### src/rtl/move_ctrl_if.sv
// Board-tile handshake: move_ctrl drives the master side, the input/tile logic the slave side.
interface move_ctrl_if;
  logic        confirm;
  logic [3:0]  cursor;
  logic [17:0] board;
  logic [8:0]  sel;
  logic        turn;
  logic        busy;
  logic        err;
  logic        game_over;
  logic [1:0]  winner;
  logic        timeout;

  modport master (
    input  confirm, cursor, board,
    output sel, turn, busy, err, game_over, winner, timeout
  );
  modport slave (
    output confirm, cursor, board,
    input  sel, turn, busy, err, game_over, winner, timeout
  );
endinterface

### src/rtl/move_ctrl.sv
// Tic-tac-toe move controller: validates a cursor move, selects the tile, then scores the board.
// Optional MOVE_TIMEOUT_EN adds a per-move forfeit timer of TIMEOUT_CYCLES clocks.
module move_ctrl #(
  parameter int unsigned TIMEOUT_CYCLES = 100000000
) (
  input  logic       clk,
  input  logic       reset,
  move_ctrl_if.master bus
);

  typedef enum logic [2:0] {IDLE, CHECK, COMMIT, SETTLE, EVAL, DONE} state_e;

  if (TIMEOUT_CYCLES == 0) begin : g_bad_cfg
    $error("move_ctrl: TIMEOUT_CYCLES must be non-zero");
  end

  state_e     state_q;
  logic [3:0] tgt_q;
  logic [3:0] moves_q;
  logic [3:0] moves_d;
  logic [8:0] sel_q;
  logic       turn_q;
  logic       busy_q;
  logic       err_q;
  logic       over_q;
  logic [1:0] winner_q;

  logic [1:0] tile [9];
  logic [1:0] line [8];
  logic [1:0] line_win;
  logic       tgt_free;

  // 11 tiles never win: only 01/10 triples count.
  function automatic logic [1:0] line_sym(input logic [1:0] a, input logic [1:0] b,
                                          input logic [1:0] c);
    return (a == b && b == c && (a == 2'b01 || a == 2'b10)) ? a : 2'b00;
  endfunction

  always_comb begin
    for (int i = 0; i < 9; i++) tile[i] = bus.board[2*i +: 2];
    line[0] = line_sym(tile[0], tile[1], tile[2]);
    line[1] = line_sym(tile[3], tile[4], tile[5]);
    line[2] = line_sym(tile[6], tile[7], tile[8]);
    line[3] = line_sym(tile[0], tile[3], tile[6]);
    line[4] = line_sym(tile[1], tile[4], tile[7]);
    line[5] = line_sym(tile[2], tile[5], tile[8]);
    line[6] = line_sym(tile[0], tile[4], tile[8]);
    line[7] = line_sym(tile[2], tile[4], tile[6]);
    line_win = 2'b00;
    for (int i = 7; i >= 0; i--) if (line[i] != 2'b00) line_win = line[i];
    tgt_free = 1'b0;
    if (tgt_q < 4'd9) tgt_free = (tile[tgt_q] == 2'b00);
    moves_d = (moves_q == 4'd9) ? 4'd9 : moves_q + 4'd1;
  end

`ifdef MOVE_TIMEOUT_EN
  localparam logic [31:0] TO_LAST = 32'(TIMEOUT_CYCLES - 1);
  logic [31:0] idle_cnt_q;
  logic        to_q;
`endif

  always_ff @(posedge clk) begin
    if (reset) begin
      state_q  <= IDLE;
      tgt_q    <= '0;
      moves_q  <= '0;
      sel_q    <= '0;
      turn_q   <= 1'b0;
      busy_q   <= 1'b0;
      err_q    <= 1'b0;
      over_q   <= 1'b0;
      winner_q <= 2'b00;
`ifdef MOVE_TIMEOUT_EN
      to_q       <= 1'b0;
      idle_cnt_q <= '0;
`endif
    end else begin
      sel_q <= '0;
      err_q <= 1'b0;
`ifdef MOVE_TIMEOUT_EN
      to_q  <= 1'b0;
`endif
      case (state_q)
        IDLE: begin
          if (bus.confirm && !over_q) begin
            tgt_q   <= bus.cursor;
            busy_q  <= 1'b1;
            state_q <= CHECK;
`ifdef MOVE_TIMEOUT_EN
            idle_cnt_q <= '0;
`endif
          end
`ifdef MOVE_TIMEOUT_EN
          else if (idle_cnt_q == TO_LAST) begin
            to_q       <= 1'b1;
            turn_q     <= ~turn_q;
            idle_cnt_q <= '0;
          end else begin
            idle_cnt_q <= idle_cnt_q + 32'd1;
          end
`endif
        end
        CHECK: begin
          if (tgt_free) begin
            sel_q   <= 9'd1 << tgt_q;
            state_q <= COMMIT;
          end else begin
            err_q   <= 1'b1;
            busy_q  <= 1'b0;
            state_q <= IDLE;
`ifdef MOVE_TIMEOUT_EN
            idle_cnt_q <= '0;
`endif
          end
        end
        COMMIT: state_q <= SETTLE;
        // Tile has latched the move by now, so score here and expose the result during EVAL.
        SETTLE: begin
          state_q <= EVAL;
          if (line_win != 2'b00) begin
            winner_q <= line_win;
            over_q   <= 1'b1;
          end else begin
            moves_q <= moves_d;
            if (moves_d == 4'd9) over_q <= 1'b1;
            else                 turn_q <= ~turn_q;
          end
        end
        EVAL: begin
          busy_q  <= 1'b0;
          state_q <= over_q ? DONE : IDLE;
`ifdef MOVE_TIMEOUT_EN
          idle_cnt_q <= '0;
`endif
        end
        DONE:    state_q <= DONE;
        default: state_q <= IDLE;
      endcase
    end
  end

  assign bus.sel       = sel_q;
  assign bus.turn      = turn_q;
  assign bus.busy      = busy_q;
  assign bus.err       = err_q;
  assign bus.game_over = over_q;
  assign bus.winner    = winner_q;
`ifdef MOVE_TIMEOUT_EN
  assign bus.timeout   = to_q;
`else
  assign bus.timeout   = 1'b0;
`endif

endmodule

### src/flat_wrapper.sv
// flat-port wrapper written by rule: the top's interface ports become plain ports
module move_ctrl_flat 
#(
  parameter int unsigned TIMEOUT_CYCLES = 100000000
)
  (clk, reset, bus_confirm, bus_cursor, bus_board, bus_sel, bus_turn, bus_busy, bus_err, bus_game_over, bus_winner, bus_timeout);
  move_ctrl_if bus_i ();
  input  logic clk;
  input  logic reset;
  input wire logic [$bits(bus_i.confirm)-1:0] bus_confirm;
  input wire logic [$bits(bus_i.cursor)-1:0] bus_cursor;
  input wire logic [$bits(bus_i.board)-1:0] bus_board;
  output wire logic [$bits(bus_i.sel)-1:0] bus_sel;
  output wire logic [$bits(bus_i.turn)-1:0] bus_turn;
  output wire logic [$bits(bus_i.busy)-1:0] bus_busy;
  output wire logic [$bits(bus_i.err)-1:0] bus_err;
  output wire logic [$bits(bus_i.game_over)-1:0] bus_game_over;
  output wire logic [$bits(bus_i.winner)-1:0] bus_winner;
  output wire logic [$bits(bus_i.timeout)-1:0] bus_timeout;
  assign bus_i.confirm = bus_confirm;
  assign bus_i.cursor = bus_cursor;
  assign bus_i.board = bus_board;
  assign bus_sel = bus_i.sel;
  assign bus_turn = bus_i.turn;
  assign bus_busy = bus_i.busy;
  assign bus_err = bus_i.err;
  assign bus_game_over = bus_i.game_over;
  assign bus_winner = bus_i.winner;
  assign bus_timeout = bus_i.timeout;
  move_ctrl #(.TIMEOUT_CYCLES(TIMEOUT_CYCLES)) u_core (.clk(clk), .reset(reset), .bus(bus_i));
endmodule
### config.mk
export PLATFORM = sky130hd
export DESIGN_NAME = move_ctrl_flat
export DESIGN_NICKNAME = d
export VERILOG_FILES = /design/src/rtl/move_ctrl_if.sv /design/src/rtl/move_ctrl.sv /design/src/flat_wrapper.sv
export SDC_FILE = /design/constraint.sdc
export NUM_CORES = 1
export LEC_CHECK = 0
export CORE_MARGIN = 1
export CORE_UTILIZATION = 43
export DETAILED_ROUTE_END_ITERATION = 8
export MAX_ROUTING_LAYER = met4
export PLACE_DENSITY = 0.85
export SKIP_CTS_REPAIR_TIMING = 1
export SKIP_LAST_GASP = 1
export SLEW_MARGIN = 15
export SYNTH_ARGS = -nofsm -noshare
export SYNTH_HDL_FRONTEND = slang
export SYNTH_SLANG_ARGS = --single-unit
### constraint.sdc
create_clock -name clk -period 2.3 [get_ports clk]
set_input_delay 0.46 -clock clk [delete_from_list [all_inputs] [get_ports clk]]
set_output_delay 0.46 -clock clk [all_outputs]
set_load 0.02 [all_outputs]
# --- Yosys cells after proc, flatten, opt, wreduce, memory -nomap -nowiden ---
# Index checks and enable logic that the tools add are counted.
classes:
  n_addsub: 1
  order_cmp: 2
  n_eq_ne: 35
  shift: 1
  muxes: 31
  n_bitwise: 6
  n_reduce_logical: 44
ops:
  columns: ["op", "count"]
  rows:
  - ["2-bit two-way mux", 19]
  - ["2-bit == test", 16]
  - ["2-bit nonzero test", 10]
  - ["3-bit one-hot mux with 6 select lines", 1]
  - ["1-bit logical AND", 17]
  - ["2-bit by 1-bit == test with 1-bit output (second input constant)", 5]
  - ["2-bit == test (second input constant)", 5]
  - ["1-bit by 4-bit << shifter with 9-bit output (first input constant)", 1]
  - ["2-bit binary-select mux with 4-bit select", 1]
  - ["4-bit == test (second input constant)", 2]
  - ["2-bit AND reduction", 4]
  - ["3-bit by 2-bit == test with 1-bit output (second input constant)", 2]
  - ["3-bit == test (second input constant)", 2]
  - ["1-bit two-way mux", 6]
  - ["3-bit two-way mux", 2]
  - ["3-bit AND reduction", 2]
  - ["5-bit >= comparator (second input constant)", 1]
  - ["1-bit logical OR", 5]
  - ["1-bit NOT", 5]
  - ["4-bit NOT with 5-bit output", 1]
  - ["4-bit by 1-bit adder with 4-bit output (second input constant)", 1]
  - ["4-bit < comparator (second input constant)", 1]
  - ["4-bit two-way mux", 1]
  - ["3-bit by 1-bit == test with 1-bit output (second input constant)", 1]
  - ["other kinds (9)", 9]
totals:
  register_bits: 26
  input_bits: 25
  out_inout_bits: 16

# --- Longest topological paths before layout ---
depth:
  depth_word: 16
  ltp_mapped: 7
  mapped_depth_nobuf: 7

# --- Worst setup path before layout ---
# Ideal clock, no wire load.
synth_path:
  kind: "in2reg"
  startpoint: "input port bus_board[9]"
  endpoint: "register u_core.turn_q (netlist: u_core.bus.turn)"
  setup_ns: 0.071
  arrival_time_ns: 2.292
  slack_ns: -0.063
  stages: 7
  cell_sequence: "and2b_1 -> a32o_1 -> a21o_1 -> a2111oi_2 -> o221ai_2 -> or4_1 -> a21oi_1"
synth_between:
  elab_chain_cells: 16
  word_cells_on_any_way: 35
  classes_between: "eq/ne: 8; mux: 12; bitwise: 1; reduce/logical: 14"
synth_rtl:
  columns: ["item", "line", "text"]
  rows:
  - ["start, declared", "flat_wrapper.sv:12", "input wire logic [$bits(bus_i.board)-1:0] bus_board;"]
  - ["2-bit == test", "move_ctrl.sv:36", "return (a == b && b == c && (a == 2'b01 || a == 2'b10)) ? a : 2'b00;"]
  - ["1-bit logical AND (2 in series)", "move_ctrl.sv:36", null]
  - ["2-bit two-way mux", "move_ctrl.sv:36", null]
  - ["2-bit nonzero test", "move_ctrl.sv:50", "for (int i = 7; i >= 0; i--) if (line[i] != 2'b00) line_win = line[i];"]
  - ["2-bit two-way mux (6 in series)", "move_ctrl.sv:50", null]
  - ["2-bit two-way mux (*) (2 in series)", "move_ctrl.sv:50", null]
  - ["2-bit nonzero test (*)", "move_ctrl.sv:120", "if (line_win != 2'b00) begin"]
  - ["1-bit NOT (no line) (*)", null, null]
  - ["3-bit AND reduction (no line) (*)", null, null]
  - ["end signal, assigned", "move_ctrl.sv:126", "else turn_q <= ~turn_q;"]
  - ["end, declared", "move_ctrl.sv:22", "logic turn_q;"]
# Mark *: on every way between the ends. The rest lies on a longest branch, timed or not.
# A chain may end at the register's enable or synchronous reset.

# --- Final worst setup path ---
layout_path:
  startpoint: "input port bus_board[5]"
  endpoint: "register u_core.turn_q (netlist: u_core.bus.turn)"
layout_between:
  elab_chain_cells: 16
  word_cells_on_any_way: 29
  classes_between: "eq/ne: 5; mux: 11; bitwise: 1; reduce/logical: 12"
layout_rtl:
  columns: ["item", "line"]
  rows:
  - ["2-bit == test or 2-bit by 1-bit == test with 1-bit output (tied branches)", "move_ctrl.sv:36"]
  - ["1-bit logical AND or 1-bit logical OR (tied branches)", "move_ctrl.sv:36"]
  - ["1-bit logical AND", "move_ctrl.sv:36"]
  - ["2-bit two-way mux", "move_ctrl.sv:36"]
  - ["2-bit nonzero test", "move_ctrl.sv:50"]
  - ["2-bit two-way mux (7 in series)", "move_ctrl.sv:50"]
  - ["2-bit two-way mux (*)", "move_ctrl.sv:50"]
  - ["2-bit nonzero test (*)", "move_ctrl.sv:120"]
  - ["1-bit NOT (no line) (*)", null]
  - ["3-bit AND reduction (no line) (*)", null]
# Marks and branches as above.

==> results.sh <==
export IMPL_dpl_cell_area_um2=2170
export IMPL_synth_top_area_share_pct=35.5
export IMPL_cp_cell_sequence="clkbuf_2 -> nor2b_4 -> a32o_2 -> a21o_1 -> a2111oi_4 -> o221ai_2 -> or4_1 -> a21oi_1"
export IMPL_combPwrFrac_pct=23.8
export IMPL_switchingPower_uw=253
export IMPL_slew_viol_final=0
export IMPL_end_kind="flop"
export IMPL_criticalPathCategory="in -> reg"
export IMPL_violations="setup timing"
export IMPL_drcViolationCount=0
export IMPL_area_delta_synth_final_pct=64.2
export IMPL_cts_buffers=3
export IMPL_grt_usage_pct=24.0
export IMPL_p_leak_nw=1.12
export IMPL_syn_inst=171
export IMPL_status="finished with violations"
export IMPL_die_height_um=60.4
export IMPL_critPathSlowestCell="or4_1"
export IMPL_final_area_um2=2410
export IMPL_grt_max_degree=19
export IMPL_die_w_um=60.4
export IMPL_wl_per_cell_um=14.9
export IMPL_layout_drive_gt1_share_pct=30.0
export IMPL_synth_ff_type="dfxtp_1"
export IMPL_rsz0062_at_grt="true"
export IMPL_n_antenna_cell=0
export IMPL_grt_overflow_total=0
export IMPL_cts_htree_levels=1
export IMPL_grt_pass1_wl_mm=6.33
export IMPL_critPathTopFamily="compound AO/OA/AOI/OAI gates"
export IMPL_initial_core_util_pct=46.5
export IMPL_synth_area_per_cell_um2=8.58
export IMPL_worstSetupStartpointType="primary input"
export IMPL_nets=276
export IMPL_cp_num_buf_inv=1
export IMPL_required_ns=2.57
export IMPL_core_um2=3150
export IMPL_place_gp_congestion=0.981
export IMPL_via_per_inst=5.61
export IMPL_clk_latency_ns=0.32
export IMPL_hold_viol_final=0
export IMPL_ys_ff_latch=26
export IMPL_fin_util_pct=76.3
export IMPL_dr_pass1_iters=4
export IMPL_fmax_ghz=0.424
export IMPL_layout_commonest_cell="buf_4"
export IMPL_worst_ep_arrival_time_ns=2.63
export IMPL_yosys_warnings=0
export IMPL_vias=1649
export IMPL_finalCritPeriodShare_pct=103
export IMPL_synth_edf_count=0
export IMPL_io_pins=41
export IMPL_nFillCells=224
export IMPL_p_int_uw=777
export IMPL_ant_nets=0
export IMPL_grt_pass1_vias=1432
export IMPL_hp_class="reg -> reg"
export IMPL_dpl_hpwl_mm=3.13
export IMPL_path_clk_slew_ns=0.14
export IMPL_dieArea_um2=3650
export IMPL_pre_cts_ws_ns=-0.668
export IMPL_worst_slew_pin_slew_ns=0.499
export IMPL_syn_num_nets=196
export IMPL_cts_tree="done"
export IMPL_fin_ws_ns=-0.0601
export IMPL_crit_fanout=6
export IMPL_cts_sinks=26
export IMPL_max_slew_margin_pct=66.6
export IMPL_yosysSeqAreaShare_pct=35.5
export IMPL_finalCriticalPeriod_ns=2.36
export IMPL_critPathMaxStageDelay_ns=0.56
export IMPL_portBuffers=39
export IMPL_wirelength_mm=4.37
export IMPL_cts_buffer_depth=2
export IMPL_drtIter0Drc=109
export IMPL_clock_skew_ns=0.0160
export IMPL_clockRootBuffer="clkbuf_4"
export IMPL_antenna_found_initial=0
export IMPL_pwr_share_seq_pct=46.4
export IMPL_netlist_area_um2=1470
export IMPL_cap_violations=0
export IMPL_synth_cell_types=47
export IMPL_switching_share_pct=24.6
export IMPL_final_cell_mix="buf_4 (38), dfxtp_1 (26), clkdlybuf4s50_1 (21), nor2_1 (17), dlymetal6s2s_1 (12)"
export IMPL_powerDensity_nw_per_um2=428
export IMPL_tns_ns=-0.0601
export IMPL_setup_viol=1
export IMPL_irDropWorstVdd_v=0.000240
export IMPL_synth_async_sr_flop_share_pct=0
export IMPL_clkPwrFrac_pct=29.7
export IMPL_synth_top_cell_by_area="dfxtp_1"
export IMPL_rows=20
export IMPL_hold_ws_ns=0.502
export IMPL_synth_top_cells_by_area="dfxtp_1 (35%), nor2b_1 (5.5%), nor4bb_1 (5.5%)"
==> power by group through the flow <==
stage,registers (mW),logic [mW],clock network [mW]
global route,0.481,0.262,0.339
CTS,0.478,0.216,0.317
finish,0.478,0.245,0.306
global placement,0.487,0.213,0
detailed placement,0.488,0.215,0
floorplan,0.485,0.0919,0
==> cell families (layout without fill, tap and decap cells) <==
logic type             after synthesis  after routing  share of synthesized area, %
AO/OA/AOI/OAI                       39             39                          18.8
multiplexers                         6              6                          5.03
buffers and inverters                9             88                          2.56
AND/OR/NAND/NOR                     90             90                          37.9
other                                1              1                         0.256
flip-flops                          26             26                          35.5
==> cell usage after synthesis (6+ instances only) <==
cell and instances:
dfxtp_1 26, nand2_1 7, nand3_1 6, nor2_1 17, nor4bb_1 8, nor3_1 7, nor2b_1 13, o21ai_0 8
a21oi_1 10, and2_1 6
==> metal layers <==
metal | GRT usage [%] | vias up | part of all wire (%)
met5 | - | - | 0
met4 | 8.31 | 0 | 0.96
met3 | 3.84 | 4 | 4.3
met2 | 39.1 | 67 | 52
met1 | 30.0 | 768 | 43
li1 | - | 810 | -
==> state kept, by name (all words and copies together) (netlist names) <==
register	count
u_core.bus.sel	9
u_core.moves_q	4
u_core.tgt_q	4
u_core.state_q	3
u_core.bus.winner	2
u_core.bus.busy	1
u_core.bus.err	1
u_core.bus.game_over	1
u_core.bus.turn	1
==> metrics by stage <==
| step | cells | total power [mW] |
|---|---|---|
| after floorplan | 171 | 0.577 |
| after global placement | 284 | 0.700 |
| after detailed placement | 284 | 0.702 |
| after CTS | 288 | 1.01 |
| after global routing | 294 | 1.08 |
| final | 294 | 1.03 |
==> path summary, 6_finish.rpt <==
path	slack, ns	from	depth (start not counted)	endpoint
setup / recovery	-0.06	bus_board[5]	8	u_core.bus.turn$_SDFFE_PP0P_
hold / removal	0.50	u_core.bus.game_over$_SDFFE_PP0P_	2	u_core.state_q[2]$_SDFFE_PP0N_
setup reg to reg	0.19	u_core.tgt_q[1]$_SDFFE_PP0P_	6	u_core.bus.busy$_SDFFE_PP0P_
hold reg to reg	0.50	u_core.bus.game_over$_SDFFE_PP0P_	2	u_core.state_q[2]$_SDFFE_PP0N_
==> worst reg2reg max path: cells and delay by family (launching register included) <==
kind / cells / cell delay, ns
muxes: 1 / 0.52
and+or+nand+nor: 1 / 0.30
DFF: 1 / 0.49
AOI/OAI and AO/OA: 4 / 0.71
==> area by class of cell <==
cell class,instances,area (um^2),share of cell area (%)
Inverter,4,15.0,0.624
Sequential cell,26,520,21.6
Clock buffer,3,22.5,0.936
Timing Repair Buffer,80,724,30.1
Tap cell,44,55.1,2.29
Multi-Input combinational cell,136,1040,43.2
Clock inverter,1,30.0,1.25
(Power assumes the default switching activity.)
